===== config.mk =====
export PLATFORM = sky130hd
export DESIGN_NAME = matmul_apb_master
export DESIGN_NICKNAME = d
export VERILOG_FILES = /design/src/rtl/matmul_apb_pkg.sv /design/src/rtl/apb_timeout_counter.sv /design/src/rtl/matmul_apb_master.sv
export SDC_FILE = /design/constraint.sdc
export NUM_CORES = 1
export LEC_CHECK = 0
export BUFFER_PORTS_ARGS = -buffer_cell sky130_fd_sc_hd__buf_2
export CORE_MARGIN = 4
export CORE_UTILIZATION = 35
export CTS_BUF_LIST = sky130_fd_sc_hd__clkbuf_4 sky130_fd_sc_hd__clkbuf_8 sky130_fd_sc_hd__clkbuf_16
export DETAILED_ROUTE_END_ITERATION = 10
export SLEW_MARGIN = 10
export SYNTH_ARGS = -nofsm -noshare
export SYNTH_HDL_FRONTEND = slang
export SYNTH_HIERARCHICAL = 1
export SYNTH_SLANG_ARGS = --single-unit

===== constraint.sdc =====
create_clock -name clk_i -period 4.75 [get_ports clk_i]
set_input_delay 0.475 -clock clk_i [delete_from_list [all_inputs] [get_ports clk_i]]
set_output_delay 0.475 -clock clk_i [all_outputs]
set_load 0.005 [all_outputs]

===== src/rtl/matmul_apb_pkg.sv =====
// rtl/matmul_apb_pkg.sv - shared state encoding, register map and control-word layout for the matmul APB initiator
package matmul_apb_pkg;

    typedef enum logic [1:0] {
        ST_IDLE   = 2'd0,
        ST_SETUP  = 2'd1,
        ST_ACCESS = 2'd2,
        ST_RESP   = 2'd3
    } apb_state_e;

    // Register map of the accelerator's APB slave (word indices)
    localparam int unsigned CTRL_ADDR = 0;
    localparam int unsigned A_BASE    = 4;
    localparam int unsigned B_BASE    = 8;
    localparam int unsigned RES_BASE  = 16;

    // Control-word field positions
    localparam int unsigned CTRL_START_BIT  = 0;
    localparam int unsigned CTRL_BIAS_BIT   = 1;
    localparam int unsigned CTRL_SP_ROW_LSB = 2;
    localparam int unsigned CTRL_SP_SEL_LSB = 4;
    localparam int unsigned CTRL_N_LSB      = 8;
    localparam int unsigned CTRL_K_LSB      = 10;
    localparam int unsigned CTRL_M_LSB      = 12;

    // Assemble a control word from its fields; unused bits are zero
    function automatic logic [31:0] make_ctrl(
        input logic       start,
        input logic       bias,
        input logic [1:0] sp_row,
        input logic [1:0] sp_sel,
        input logic [1:0] n,
        input logic [1:0] k,
        input logic [1:0] m
    );
        logic [31:0] word;
        word = '0;
        word[CTRL_START_BIT]         = start;
        word[CTRL_BIAS_BIT]          = bias;
        word[CTRL_SP_ROW_LSB +: 2]   = sp_row;
        word[CTRL_SP_SEL_LSB +: 2]   = sp_sel;
        word[CTRL_N_LSB +: 2]        = n;
        word[CTRL_K_LSB +: 2]        = k;
        word[CTRL_M_LSB +: 2]        = m;
        return word;
    endfunction

endpackage


===== src/rtl/apb_timeout_counter.sv =====
// rtl/apb_timeout_counter.sv - ACCESS-phase wait counter, built only with MATMUL_APB_MASTER_TIMEOUT_EN
`ifdef MATMUL_APB_MASTER_TIMEOUT_EN
module apb_timeout_counter #(
    parameter int unsigned LIMIT = 16
) (
    input  logic clk,
    input  logic rst,
    input  logic clear,
    input  logic enable,
    output logic expired
);
    localparam int unsigned CW = $clog2(LIMIT + 1);
    localparam logic [CW-1:0] LAST = CW'(LIMIT - 1);

    logic [CW-1:0] count;

    // Count stalled cycles; saturate on the last one so expiry stays asserted
    always_ff @(posedge clk) begin
        if (rst || clear) begin
            count <= '0;
        end else if (enable && (count != LAST)) begin
            count <= count + CW'(1);
        end
    end

    // Expired during the LIMIT-th consecutive stalled cycle
    assign expired = (count == LAST);

endmodule
`endif


===== src/rtl/matmul_apb_master.sv =====
// rtl/matmul_apb_master.sv - APB4 initiator turning cmd/rsp handshakes into single transfers; option MATMUL_APB_MASTER_TIMEOUT_EN
module matmul_apb_master
    import matmul_apb_pkg::*;
#(
    parameter int BUS_WIDTH      = 32,
    parameter int DATA_WIDTH     = 8,
    parameter int ADDR_WIDTH     = 16,
    parameter int TIMEOUT_CYCLES = 16
) (
    input  logic                            clk_i,
    input  logic                            rst_i,

    input  logic                            cmd_valid_i,
    output logic                            cmd_ready_o,
    input  logic                            cmd_write_i,
    input  logic [ADDR_WIDTH-1:0]           cmd_addr_i,
    input  logic [BUS_WIDTH-1:0]            cmd_wdata_i,
    input  logic [BUS_WIDTH/DATA_WIDTH-1:0] cmd_strb_i,

    output logic                            rsp_valid_o,
    input  logic                            rsp_ready_i,
    output logic [BUS_WIDTH-1:0]            rsp_rdata_o,
    output logic                            rsp_err_o,

    output logic                            psel_o,
    output logic                            penable_o,
    output logic                            pwrite_o,
    output logic [ADDR_WIDTH-1:0]           paddr_o,
    output logic [BUS_WIDTH-1:0]            pwdata_o,
    output logic [BUS_WIDTH/DATA_WIDTH-1:0] pstrb_o,
    input  logic [BUS_WIDTH-1:0]            prdata_i,
    input  logic                            pready_i,
    input  logic                            pslverr_i
);
    localparam int STRB_WIDTH = BUS_WIDTH / DATA_WIDTH;

    // Reject configurations that cannot work at elaboration time
    if ((TIMEOUT_CYCLES < 1) || (BUS_WIDTH % DATA_WIDTH != 0)) begin : g_bad_config
        $error("matmul_apb_master: TIMEOUT_CYCLES must be >= 1 and BUS_WIDTH a multiple of DATA_WIDTH");
    end

    apb_state_e  state;
    logic [15:0] xfer_count;
    logic        timeout_hit;

`ifdef MATMUL_APB_MASTER_TIMEOUT_EN
    logic timeout_expired;

    apb_timeout_counter #(
        .LIMIT   (TIMEOUT_CYCLES)
    ) u_timeout (
        .clk     (clk_i),
        .rst     (rst_i),
        .clear   (state != ST_ACCESS),
        .enable  ((state == ST_ACCESS) && !pready_i),
        .expired (timeout_expired)
    );

    // Abort only when still stalled; a pready in the expiry cycle completes normally
    assign timeout_hit = (state == ST_ACCESS) && !pready_i && timeout_expired;
`else
    assign timeout_hit = 1'b0;
`endif

    // Transfer sequencer: IDLE -> SETUP -> ACCESS -> RESP, all outputs registered
    always_ff @(posedge clk_i) begin
        if (rst_i) begin
            state       <= ST_IDLE;
            cmd_ready_o <= 1'b0;
            rsp_valid_o <= 1'b0;
            rsp_rdata_o <= '0;
            rsp_err_o   <= 1'b0;
            psel_o      <= 1'b0;
            penable_o   <= 1'b0;
            pwrite_o    <= 1'b0;
            paddr_o     <= '0;
            pwdata_o    <= '0;
            pstrb_o     <= '0;
            xfer_count  <= '0;
        end else begin
            case (state)
                ST_IDLE: begin
                    if (cmd_valid_i && cmd_ready_o) begin
                        cmd_ready_o <= 1'b0;
                        psel_o      <= 1'b1;
                        pwrite_o    <= cmd_write_i;
                        paddr_o     <= cmd_addr_i;
                        if (cmd_write_i) begin
                            pwdata_o <= cmd_wdata_i;
                            pstrb_o  <= cmd_strb_i;
                        end else begin
                            pstrb_o  <= STRB_WIDTH'(0);
                        end
                        state <= ST_SETUP;
                    end else begin
                        cmd_ready_o <= 1'b1;
                    end
                end

                ST_SETUP: begin
                    penable_o <= 1'b1;
                    state     <= ST_ACCESS;
                end

                ST_ACCESS: begin
                    if (pready_i) begin
                        psel_o      <= 1'b0;
                        penable_o   <= 1'b0;
                        rsp_rdata_o <= pwrite_o ? '0 : prdata_i;
                        rsp_err_o   <= pslverr_i;
                        rsp_valid_o <= 1'b1;
                        xfer_count  <= xfer_count + 16'd1;
                        state       <= ST_RESP;
                    end else if (timeout_hit) begin
                        psel_o      <= 1'b0;
                        penable_o   <= 1'b0;
                        rsp_rdata_o <= '0;
                        rsp_err_o   <= 1'b1;
                        rsp_valid_o <= 1'b1;
                        state       <= ST_RESP;
                    end
                end

                ST_RESP: begin
                    if (rsp_ready_i) begin
                        rsp_valid_o <= 1'b0;
                        cmd_ready_o <= 1'b1;
                        state       <= ST_IDLE;
                    end
                end

                default: begin
                    state <= ST_IDLE;
                end
            endcase
        end
    end

endmodule


Word level (Yosys, flattened, before mapping)
Index checks and enable logic that the tools add are counted.
Storage, ports and cells
  flip-flop bits (word level): 92
  output and inout port bits: 90
Operators by class
  eq/ne operators: 6
  multiplexer cells: 16
  reductions and logical operators: 14
Operator list (count)
  32-bit two-way mux: 1
  3-bit AND reduction: 4
  1-bit case mux with 2 select lines: 4
  2-bit case mux with 4 select lines: 1
  2-bit AND reduction: 4
  2-bit nonzero test: 4
  1-bit two-way mux: 6
  2-bit two-way mux: 3
  2-bit inequality test, second input constant: 3
  2-bit == test, second input constant: 2
  4-bit two-way mux: 1
  2-bit by 1-bit == test with 1-bit output, second input constant: 1
  2-bit zero test: 1
  1-bit logical AND: 1

Logic depth before layout (Yosys ltp)
  depth in word-level cells: 3
  gate-level depth with buffers: 7
  gate-level depth less buffers: 5

Least setup slack after synthesis
OpenSTA, ideal clock, no wires.
  path kind: flip-flop to flip-flop
  from: reg state[0]
  to: reg state[0]
  setup time: 0.070 ns
  data arrival time: 1.497 ns
  data required time: 4.680 ns
  slack: 3.183 ns
  cell stages (with the launch flop): 6
  path through: dfxtp_1 -> inv_1 -> ha_1 -> a21boi_2 -> or4_1 -> a21oi_1
Between the ends
  longest elaborated chain between the ends: 3
RTL lines
  from (decl): RTL line matmul_apb_master.sv:42  | apb_state_e state;
  from (signal assigned): RTL line matmul_apb_master.sv:68  | state <= ST_IDLE;
  from (signal assigned): RTL line matmul_apb_master.sv:94  | state <= ST_SETUP;
  from (signal assigned): RTL line matmul_apb_master.sv:102  | state <= ST_ACCESS;
  2-bit == test / 2-bit zero test (equally long branches): RTL line matmul_apb_master.sv:81  | case (state)
  2-bit inequality test (no source line)
  3-bit AND reduction (no source line)
Several ways; a longest one is shown, not always the timed one.
A chain may end at the register's enable or synchronous reset.

Worst setup path in the final report
  from: reg state[0]
  to: reg psel_o
Between the ends
  longest elaborated chain between the ends: 3
RTL lines
  2-bit == test / 2-bit zero test (equally long branches): RTL line matmul_apb_master.sv:81
  2-bit inequality test (no source line) / 2-bit nonzero test (equally long branches)
  3-bit AND reduction (no source line)
  to (signal assigned): RTL line matmul_apb_master.sv:73  | psel_o <= 1'b0;
  to (signal assigned): RTL line matmul_apb_master.sv:85  | psel_o <= 1'b1;
  to (signal assigned): RTL line matmul_apb_master.sv:107  | psel_o <= 1'b0;
  to (decl): RTL line matmul_apb_master.sv:25  | output logic psel_o,
Several ways; a longest one is shown, not always the timed one.

==> metrics.cfg <==
[outcome]
status=completed

[timing]
min_period_over_period_pct=42.0
hold_viol=0
fmax_mhz=501
period_needed_ns=2.00
slew_viol_final=0
tightest_slew_ns=1.13
max-slew-margin-rel_pct=24.8
tns_ns=0
clock_skew_ns=0.0108
setup_viol=0
rsz0062_at_grt=false

[logic_synthesis]
syn_area_um2=3460
avgSynthCellArea_um2=8.28
syn_nets=515
synth_seq_cells=92
netlist_instances=418
ys.warnings.count=6
ys_types=29
synth-seq-area-share_pct=53.2

[cells_and_area]
syn_to_final_growth_pct=32.7
fin_cells=717
postLayoutCellArea_um2=4590
final_common_cell=buf_2
drive_gt1_share_pct=34.9
most-common-layout-cells=buf_2 (180), nand2_1 (136), dfxtp_1 (92)
diodes=0
nNetsFinal=677
n_fill_cell=968

[global_routing]
grt_max_degree=49
grt_pass1_vias=3221
grt.total_usage_pct=16.2
antenna_found_initial=0
grt_pass1_wl_mm=15.2
grt.overflow.total=0

[routing]
drt_iter0_markers=176
drc_errors=0
wl_per_cell_um=13.4
vias_per_cell=4.71
antenna_left=0
wirelength_mm=9.60
firstDrtPassIters=4
vias=3375

[die]
core-area_um2=9680
io_pins=181
dieHeight_um=107
floorplan.initialDensity_pct=35.7
rows=36
fp.dieW_um=107
die_area_um2=11500

[placed_design]
portBuffers=180
post-place-cells=702
dp_hpwl_mm=6.85
placed_cell_area_um2=4400
gp_congestion=0.727

[clocking]
cts_buffers=9
htree_num_levels=3
postCtsSetupRepairBufs=0
cts_tree=yes
ctsResizeCount=0
clockRootBuffer=clkbuf_8
cts.sinks=92
path_clk_slew_ns=0.10
clock_latency_ns=0.35
cts_buffer_depth=2
hold_buffers=0

[worst_setup_path]
worstPathMaxFanout=34
cp-start-kind=register
required_ns=4.99
crit_arrival_ns=2.23
crit_type=register to register
crit_path_end_kind=register

[run]
cap_violations=0

[power]
pwr_density_cell_nw_per_um2=400
ir_drop_mv=0.164
p_leak_nw=2.03

[min_path]
worstHoldPathType=input port to register

## power breakdown
| group | internal (mW) | switching [mW] |
|---|---|---|
| clock network | 0.220 | 0.275 |
| logic | 0.188 | 0.240 |
| registers | 0.858 | 0.0565 |
| total | 1.27 | 0.572 |
## cell families (layout without fill, tap and decap cells)
logic type	after synthesis	count (layout)	synth area share, %
simple gates	187	187	24.7
fa+ha+maj	6	6	2.17
mux	2	2	0.651
flops	92	92	53.2
compound gates	97	97	14.9
buf+inv	34	200	4.30
## final cells by class
cell class | count | area [um^2] | share of cell area [%]
clock buffers | 11 | 151 | 3.30
clock inverters | 4 | 32.5 | 0.709
multi-input cells | 292 | 1470 | 32.0
inverters | 3 | 11.3 | 0.245
well taps | 133 | 166 | 3.63
flip-flops and latches | 92 | 1840 | 40.1
repair buffers | 182 | 916 | 20.0
## routing by layer
metal / share of wire (%) / track usage, %
met5: 0 / 0
met4: 2.0 / 5.05
met3: 9.4 / 6.12
met2: 45 / 26.6
met1: 43 / 19.7
## cells in the mapped netlist, drive strengths merged
master,instances,area [um^2]
o41ai,1,8.76
nand3b,32,240
and2,1,6.26
nand2,136,510
nand3,5,25.0
clkbuf,19,71.3
ha,6,75.1
o22ai,1,6.26
nor2b,2,12.5
o21a,1,7.51
inv,3,11.3
nand4,1,6.26
o221a,1,11.3
or4,1,7.51
a21oi,88,440
o31ai,1,7.51
a211oi,1,7.51
o311ai,1,8.76
dfxtp,92,1840
nor2,6,22.5
and3,1,7.51
and4,1,10.0
nand2b,1,6.26
a21boi,2,18.8
mux2,2,22.5
buf,12,66.3
## worst max-delay path: stages, from the launching register on
cell	delay (ns)
dfxtp_1	0.35
inv_1	0.13
ha_1	0.21
nand2_1	0.65
o221a_2	0.56
## worst paths after layout
check	slack, ns	end	start	cells after the start
worst min-delay path	0.35	pwdata_o[16]	cmd_wdata_i[16]	3
worst max register to register	2.75	psel_o	state[0]	4
worst min register to register	0.45	rsp_rdata_o[22]	rsp_rdata_o[22]	2
worst max-delay path	2.75	psel_o	state[0]	4
## registers in the layout, indices dropped and copies added (netlist names)
signal       cells
pstrb_o          4
rsp_rdata_o     32
state            2
pwrite_o         1
pwdata_o        32
rsp_err_o        1
paddr_o         16
penable_o        1
rsp_valid_o      1
cmd_ready_o      1
psel_o           1
## through the flow
| stage | setup WS, ns | utilization (%) | hold slack (ns) | total power [mW] |
|---|---|---|---|---|
| 3_3_place_gp | 2.71 | 45.5 | 0.436 | 1.36 |
| 4_1_cts | 2.62 | 47.4 | 0.333 | 1.86 |
| 2_1_floorplan | 3.18 | - | 0.448 | 1.19 |
| 6_report | 2.75 | 47.4 | 0.354 | 1.84 |
| 5_1_grt | 2.51 | 47.4 | 0.332 | 1.96 |
| 3_5_place_dp | 2.66 | 45.5 | 0.443 | 1.37 |
(Power assumes the default switching activity.)
